[config.mk]
export PLATFORM = sky130hd
export DESIGN_NAME = shift_out_sequencer_flat
export DESIGN_NICKNAME = d
export VERILOG_FILES = /design/src/rtl/shift_out_sequencer_if.sv /design/src/rtl/shift_out_sequencer.sv /design/src/flat_wrapper.sv
export SDC_FILE = /design/constraint.sdc
export NUM_CORES = 1
export LEC_CHECK = 0
export ABC_AREA = 1
export BUFFER_PORTS_ARGS = -buffer_cell sky130_fd_sc_hd__buf_2
export CAP_MARGIN = 20
export CORE_AREA = 4 4 60 62
export CTS_CLUSTER_SIZE = 25
export DETAILED_ROUTE_END_ITERATION = 8
export DIE_AREA = 0 0 64 66
export PLACE_DENSITY_LB_ADDON = 0.3
export SLEW_MARGIN = 20
export SYNTH_ARGS = -nofsm -noshare
export SYNTH_HDL_FRONTEND = slang
export SYNTH_SLANG_ARGS = --single-unit
[constraint.sdc]
create_clock -name clk -period 1.43 [get_ports clk]
set_clock_uncertainty 0.2 [all_clocks]
set_input_delay 0.3575 -clock clk [delete_from_list [all_inputs] [get_ports clk]]
set_output_delay 0.3575 -clock clk [all_outputs]
set_load 0.01 [all_outputs]
[src/rtl/shift_out_sequencer_if.sv]
// shift_out_sequencer_if: valid/ready word handshake between producer and transmitter
interface shift_out_sequencer_if #(parameter int Width = 8);
  logic             valid;
  logic             ready;
  logic [Width-1:0] data;
  modport master (output valid, output data, input ready);
  modport slave (input valid, input data, output ready);
endinterface

[src/rtl/shift_out_sequencer.sv]
// shift_out_sequencer: SPI-style frame controller driving a load/shift register with sclk and cs_n
module shift_out_sequencer #(
  parameter int Width    = 8,
  parameter int DivWidth = 8
) (
  input  logic                clk,
  input  logic                rst_n,
  input  logic [DivWidth-1:0] div,
  shift_out_sequencer_if.slave tx,
  output logic                sr_load,
  output logic                sr_enable,
  output logic [Width-1:0]    sr_data,
  output logic                sclk,
  output logic                cs_n,
  output logic                busy,
  output logic                done
);
  localparam int BW = Width > 1 ? $clog2(Width) : 1;
  typedef enum logic [2:0] {IDLE, SETUP, HIGH, LOW, HOLD} state_t;
  state_t              state;
  logic [DivWidth-1:0] div_q, cnt;
  logic [BW-1:0]       bit_cnt;
  logic                accept, phase_end;
  assign tx.ready  = state == IDLE;
  assign accept    = tx.valid & tx.ready;
  assign sr_load   = accept;
  assign sr_data   = tx.data;
  assign busy      = state != IDLE;
  assign phase_end = cnt == div_q;
  // Phase sequencer: every non-idle state lasts div+1 cycles; outputs change with the state
  always_ff @(posedge clk or negedge rst_n) begin
    if (!rst_n) begin
      state     <= IDLE;
      div_q     <= '0;
      cnt       <= '0;
      bit_cnt   <= '0;
      sclk      <= 1'b0;
      cs_n      <= 1'b1;
      sr_enable <= 1'b0;
      done      <= 1'b0;
    end else begin
      sr_enable <= 1'b0;
      done      <= 1'b0;
      cnt       <= (state == IDLE || phase_end) ? '0 : cnt + 1'b1;
      case (state)
        IDLE: if (accept) begin
          state   <= SETUP;
          div_q   <= div;
          bit_cnt <= '0;
          cs_n    <= 1'b0;
        end
        SETUP: if (phase_end) begin
          state <= HIGH;
          sclk  <= 1'b1;
        end
        HIGH: if (phase_end) begin
          sclk      <= 1'b0;
          sr_enable <= 1'b1;
          bit_cnt   <= bit_cnt + 1'b1;
          state     <= bit_cnt == BW'(Width - 1) ? HOLD : LOW;
        end
        LOW: if (phase_end) begin
          state <= HIGH;
          sclk  <= 1'b1;
        end
        HOLD: if (phase_end) begin
          state <= IDLE;
          cs_n  <= 1'b1;
          done  <= 1'b1;
        end
        default: state <= IDLE;
      endcase
    end
  end
endmodule

[src/flat_wrapper.sv]
// flat-port wrapper written by rule: the top's interface ports become plain ports
module shift_out_sequencer_flat 
#(
  parameter int Width    = 8,
  parameter int DivWidth = 8
)
  (clk, rst_n, div, sr_load, sr_enable, sr_data, sclk, cs_n, busy, done, tx_valid, tx_data, tx_ready);
  shift_out_sequencer_if #(.Width(Width)) tx_i ();
  input  logic clk;
  input  logic rst_n;
  input  logic [DivWidth-1:0] div;
  output logic sr_load;
  output logic sr_enable;
  output logic [Width-1:0] sr_data;
  output logic sclk;
  output logic cs_n;
  output logic busy;
  output logic done;
  input wire logic [$bits(tx_i.valid)-1:0] tx_valid;
  input wire logic [$bits(tx_i.data)-1:0] tx_data;
  output wire logic [$bits(tx_i.ready)-1:0] tx_ready;
  assign tx_i.valid = tx_valid;
  assign tx_i.data = tx_data;
  assign tx_ready = tx_i.ready;
  shift_out_sequencer #(.Width(Width), .DivWidth(DivWidth)) u_core (.clk(clk), .rst_n(rst_n), .div(div), .tx(tx_i), .sr_load(sr_load), .sr_enable(sr_enable), .sr_data(sr_data), .sclk(sclk), .cs_n(cs_n), .busy(busy), .done(done));
endmodule
==> metrics.md, run 1 <==
| Metric | Value |
|---|---|
| Most repeated cell in the gate-level netlist after synthesis | nand2_1 |
| RSZ-0062 raised after global routing | true |
| Pin count of the biggest net entering global routing | 15 |
| Number of antenna violations at the first check in global routing | 0 |
| Worst-case setup margin in the final layout | -362 ps |
| Cell count after synthesis | 175 |
| Clock buffer depth | 2 |
| Required time of the critical path | 870 ps |
| Max Transition Viols Final | 0 |
| Clock Sinks | 26 |
| Lkg Pwr | 0.00109 µW |
| WS Path Type | reg -> out |
| Average routed wire per standard cell | 13.2 µm |
| Reg area | 654 µm² |
| Post-synthesis area per instance | 8.06 µm² |
| Clock transition at the register clock pins on the worst setup and hold paths after CTS | 140 ps |
| Post-synth net total | 197 |
| Ys async rst share | 1.00 |
| Worst-case register-to-register setup slack | -200 ps |
| H-tree levels | 1 |
| Maximum fanout along the worst path | 4 |
| Leading cell types by count after synthesis | nand2_1 (52), dfrtp_1 (25), inv_1 (23) |
| Peak supply drop | 0.762 mV |
| Total CTS buffers | 3 |
| Detailed placer's ending HPWL | 2.28 mm |
| Cell type with the largest total area after synthesis | dfrtp_1 |
| Endpoint class of the critical path | output pin |
| Core area | 3030 µm² |
| Critical Path Sink | sr_load |
| Worst-case reg-to-reg path depth | 9 |
| Fraction of the yosys area taken by sequential cells | 0.462 |
| Setup Viol. Count Final | 28 |
| Max transition margin | 0.784 |
| DR iter-0 viols | 73 |
| Number of unique standard cell types used by synthesis | 20 |
| R2r endpoint | u_core.bit_cnt[1] |
| Most used flip-flop cell after synthesis | dfrtp_1 |
| Global-route total usage across every layer | 0.170 |
| Start point of the critical path | u_core.state[2] |
| Total of fill cells in the finished design | 227 |
| Result of the run | complete, but fails checks |
| Worst-case setup slack after placement | -93.0 ps |
| Starting density of the core | 0.466 |
| Number of synthesized flops with an enable pin | 0 |
| Area of the mapped netlist | 1410 µm² |
| Cell area after placement | 1650 µm² |
| Crit path arrival time | 1230 ps |
| Failing checks | setup timing |
| Post-route cell area | 2070 µm² |
| Worst r2r src | u_core.state[2] |
| Register bit total from synthesis | 26 |
| Max Freq | 558 MHz |
| Final hold violations | 0 |
| Number of diodes | 0 |
| Number of buffers inserted by port buffering | 17 |
| Power density over the cells | 1730 nW/µm² |
| CTS Root Cell | clkbuf_4 |
| Number of standard-cell rows in the floorplan | 20 |
| Area growth from synthesis to final layout | 46.9% |
| Post-synth top area share | 0.444 |
| Final net count | 250 |
| Tightest Pin Transition | 324 ps |
| Via-per-instance ratio | 4.81 |
| DRT Pass-1 Iters | 4 |
| Final period utilization | 1.25 |
| Synthesis Warnings | 0 |
| Die width | 64 µm |
| Die Span Y | 66 µm |
| Crit path time final | 1790 ps |
| Share of layout cells above drive strength 1 | 0.485 |
| Final WL | 3.59 mm |
| Count of max-cap constraint violations | 0 |
| Class of the most critical hold timing path | in -> reg |
| Antenna Nets Post-Route | 0 |
| Via count of the first global-routing pass | 1333 |
| Full die area | 4220 µm² |
| Area of the multi-input gates | 771 µm² |
| Total via count in the routed design | 1304 |
| Placer congestion estimate | 0.851 |
| Clock latency on the worst-skew pair | 320 ps |
| TritonCTS clock tree | built |
| Total congestion overflow after global routing | 0 |
| DRC viols | 0 |
| Critical Path Start Type | flip-flop |
| Top cells by area in the synthesized netlist | dfrtp_1 (44%), nand2_1 (14%), inv_1 (6.1%), buf_4 (4.8%), nor2_1 (4.0%) |
| First-pass GRT wire length | 5.57 mm |
| Boundary Pins | 34 |
==> cell type report <==
type,count,area share
multi-input cells,116,0.372
repair buffers,56,0.221
clock buffers,4,0.0175
inverters,25,0.0465
flip-flops and latches,26,0.316
well taps,44,0.0266
==> timing repair <==
| item | in CTS | in global routing |
|---|---|---|
| gates cloned | 1 | 0 |
| hold buffers | 1 | 0 |
| resized for setup | 33 | 27 |
| pin swaps | 15 | 17 |
| setup endpoints to repair | 22 | 32 |
| endpoints found under the hold margin | 25 | 0 |
| buffers inserted | 11 | 7 |
==> metrics by stage <==
step	cells	hold slack, ps	TNS (ps)	total power [µW]	utilization
final	271	32.4	-4220	3590	0.684
after global routing	271	30.1	-6460	3850	0.684
after CTS	264	30.0	-3100	3240	0.631
after detailed placement	247	70.7	-375	2460	0.543
after global placement	247	64.3	-172	2400	0.543
after floorplan	175	-138	-73.1	2030	-
==> kinds of logic (layout without fill, tap and decap cells) <==
logic type                 after synthesis  count (layout)  synth area share
xor gates and xnor gates                 5               5            0.0311
AOI/OAI and AO/OA                       11              11            0.0390
buffers and inverters                   34              85             0.114
DFF                                     26              26             0.462
adders and majority gates                3               3            0.0266
and+or+nand+nor                         96              97             0.327
==> per-layer routing <==
layer | vias up | part of all wire | wire [µm] | GRT usage
li1 | 632 | - | - | -
met1 | 625 | 0.39 | 1380 | 0.190
met2 | 29 | 0.56 | 2000 | 0.316
met3 | 18 | 0.026 | 95 | 0.0255
met4 | 0 | 0.030 | 107 | 0.0755
met5 | - | 0 | 0 | 0
==> layout by cell type, fill, tap and decap left out, drive strengths merged <==
| cell | count |
|---|---|
| nand2 | 60 |
| buf | 55 |
| dfrtp | 25 |
| inv | 25 |
| nor2 | 21 |
| nand3 | 12 |
| o21ai | 9 |
| clkbuf | 4 |
| xnor2 | 3 |
| nor3 | 3 |
| ha | 3 |
| xor2 | 2 |
| a21oi | 2 |
| nand3b | 1 |
| dlygate4sd3 | 1 |
| dfstp | 1 |
==> registers in the layout, indices dropped and copies added (netlist names) <==
signal            flops
u_core.cs_n           1
u_core.bit_cnt        3
u_core.done           1
u_core.sclk           1
u_core.div_q          8
u_core.sr_enable      1
u_core.state          3
u_core.cnt            8
==> critical path: stages (launching register included) <==
cell,delay [ps]
dfrtp_1,440
nor2_4,150
nand2_4,80
nor2_4,130
buf_6,120
==> power breakdown <==
part / internal (µW) / switching [µW] / leakage [µW]
Combinational: 964 / 1080 / 0.000738
Clock: 156 / 219 / 0.0000210
Sequential: 990 / 184 / 0.000329
Total: 2110 / 1480 / 0.00109
==> how the worst min path moves through the flow <==
| stage | end | startpoint | cells after the start |
|---|---|---|---|
| after global routing | u_core.div_q[1] | div[1] | 3 |
| after global placement | u_core.state[1] | rst_n | 1 |
| after detailed placement | u_core.state[1] | rst_n | 1 |
| after CTS | u_core.div_q[6] | div[6] | 3 |
| final | u_core.div_q[3] | div[3] | 3 |
| after floorplan | u_core.bit_cnt[0] | rst_n | 0 |
No activity file was read; power rests on OpenSTA's default activity.
==> run 2, diff against run 1 <==
Settings changed: MAX_ROUTING_LAYER set to met4.
==> run 2 against run 1 <==
Against the previous run: the flow still finishes with violations (setup timing); clock power shrank 11%; via count shrank 3.5%; total power shrank 2.4%; critical path depth is the same; core utilization shrank 2.1 points; final area shrank 3.0%; first-iteration DRC count shrank 19%; clock-buffer cell count is the same.
==> metrics.md, run 2 (synthesized netlist as in run 1, its figures left out) <==
| Metric | Value |
|---|---|
| Result of the run | complete, but fails checks |
| Failing checks | setup timing |
| Detailed placer's ending HPWL | 2.24 mm |
| Share of layout cells above drive strength 1 | 0.471 |
| DRC viols | 0 |
| Peak supply drop | 0.768 mV |
| Area growth from synthesis to final layout | 42.4% |
| Full die area | 4220 µm² |
| First-pass GRT wire length | 5.26 mm |
| Total of fill cells in the finished design | 228 |
| Post-route cell area | 2010 µm² |
| TritonCTS clock tree | built |
| Switching power summed over all nets | 1460 µW |
| Start point of the critical path | u_core.state[0] |
| Critical Path Start Type | flip-flop |
| Final net count | 246 |
| Final period utilization | 1.24 |
| Slowest cell on crit path | dfrtp_1 |
| Clock Sinks | 26 |
| Number of standard-cell rows in the floorplan | 20 |
| R2r endpoint | u_core.state[1] |
| Via-per-instance ratio | 4.71 |
| Worst-case register-to-register setup slack | -160 ps |
| Clock transition at the register clock pins on the worst setup and hold paths after CTS | 140 ps |
| Average routed wire per standard cell | 12.7 µm |
| Maximum fanout along the worst path | 4 |
| Total CTS buffers | 3 |
| Max Freq | 565 MHz |
| Combinational cell fraction of total power | 0.571 |
| Lkg Pwr | 0.00103 µW |
| Total via count in the routed design | 1258 |
| Number of instances in the placed design | 246 |
| Worst r2r src | u_core.cnt[4] |
| Class of the most critical hold timing path | in -> reg |
| Fraction of the core area covered by cells at the end of the flow | 0.663 |
| Final WL | 3.40 mm |
| Setup Viol. Count Final | 21 |
| Most used cell along the critical path | nor2_4 |
| Count of max-cap constraint violations | 0 |
| Pin count of the biggest net entering global routing | 15 |
| Worst-case setup margin in the final layout | -340 ps |
| Register share of total power | 0.335 |
| Die Span Y | 66 µm |
| H-tree levels | 1 |
| Endpoint class of the critical path | output pin |
| Cells traversed along the worst timing path | nor2_4 > nand2_4 > nor2_4 > buf_6 |
| Power density over the cells | 1740 nW/µm² |
| Number of diodes | 0 |
| Most common library cell in the layout ignoring fill and taps | nand2_1 |
| Worst-case setup slack after placement | -69.2 ps |
| Core area | 3030 µm² |
| Crit path arrival time | 1210 ps |
| Tightest Pin Transition | 361 ps |
| Max Transition Viols Final | 0 |
| Crit path time final | 1770 ps |
| Clock Power Share | 0.094 |
| CTS Root Cell | clkbuf_4 |
| WS Path Type | reg -> out |
| Global-route total usage across every layer | 0.165 |
| Worst-case reg-to-reg path depth | 10 |
| Placer congestion estimate | 0.932 |
| Critical Path Sink | sr_load |
| Top library cells by usage in the layout, fill and taps aside | nand2_1 (42), buf_4 (28), dfrtp_1 (24), inv_1 (19), buf_2 (14) |
| Total congestion overflow after global routing | 0 |
| Number of buffers inserted by port buffering | 17 |
| Delay of the slowest cell on the worst path | 440 ps |
| Clock latency on the worst-skew pair | 320 ps |
| Boundary Pins | 34 |
| Final hold violations | 0 |
| Clock buffer depth | 2 |
| Number of antenna violations at the first check in global routing | 0 |
| Internal power | 2050 µW |
| Post-route insts no fill | 267 |
| DR iter-0 viols | 59 |
| RSZ-0062 raised after global routing | true |
| Die width | 64 µm |
| Via count of the first global-routing pass | 1186 |
| DRT Pass-1 Iters | 4 |
| Fraction of power spent switching nets | 0.416 |
| Starting density of the core | 0.466 |
| Required time of the critical path | 870 ps |
| Registers with the highest flip-flop counts | u_core.cnt x8, u_core.div_q x8 |
| Antenna Nets Post-Route | 0 |
| Cell area after placement | 1640 µm² |
| Max transition margin | 0.760 |
## run 2: cell count changes in the layout (fill, tap and decap cells not counted), sizes merged
cell and change:
buf -4
## run 2: repair_timing
item | 4_1_cts | 5_1_grt
endpoints found under the setup margin | 19 | 28
buffers inserted | 6 | 9
endpoints found under the hold margin | 13 | 0
hold buffers | 1 | 0
gates resized for setup | 17 | 38
pin swaps | 12 | 21
cloned | 1 | 0
## run 2: worst min path at each step
stage	slack, ps	to	from	depth (start not counted)
finish	30	u_core.div_q[6]	div[6]	3
floorplan	-140	u_core.bit_cnt[0]	rst_n	0
CTS	20	u_core.div_q[6]	div[6]	3
global route	20	u_core.div_q[7]	div[7]	3
detailed placement	80	u_core.done	rst_n	1
global placement	80	u_core.done	rst_n	1
## run 2: layout make-up
type,count,area [µm²],share of cell area
Timing Repair Buffer,52,409,0.204
Tap cell,44,55.1,0.0274
Clock buffer,4,26.3,0.0131
Sequential cell,26,653,0.325
Inverter,25,93.8,0.0467
Multi-Input combinational cell,116,771,0.384
## run 2: power groups by stage
stage / sequential, µW / combinational (µW) / clock (µW)
after detailed placement: 1170 / 1280 / 0
after CTS: 1150 / 1500 / 340
final: 1170 / 2000 / 331
after floorplan: 1160 / 867 / 0
after global placement: 1160 / 1240 / 0
after global routing: 1200 / 2230 / 370
## run 2: metrics by stage
step	total power (µW)	hold WS [ps]	setup TNS, ps
2_1_floorplan	2030	-138	-73.1
3_3_place_gp	2400	78.2	-104
3_5_place_dp	2450	81.7	-255
4_1_cts	2990	21.8	-2230
5_1_grt	3790	20.8	-4580
6_report	3500	25.8	-2700
## run 2: critical path, delay by kind of cell (launching register included)
| family | cells | cell delay [ps] |
|---|---|---|
| DFF | 1 | 440 |
| and+or+nand+nor | 3 | 350 |
| buffers and inverters | 1 | 110 |
## run 2: layer usage
| layer | routed length, µm | vias to the layer above | global-route usage | part of all wire |
|---|---|---|---|---|
| met5 | 0 | - | - | 0 |
| met4 | 98 | 0 | 0.0863 | 0.029 |
| met3 | 110 | 16 | 0.0306 | 0.032 |
| met2 | 1760 | 25 | 0.280 | 0.52 |
| met1 | 1430 | 595 | 0.185 | 0.42 |
| li1 | - | 622 | - | - |
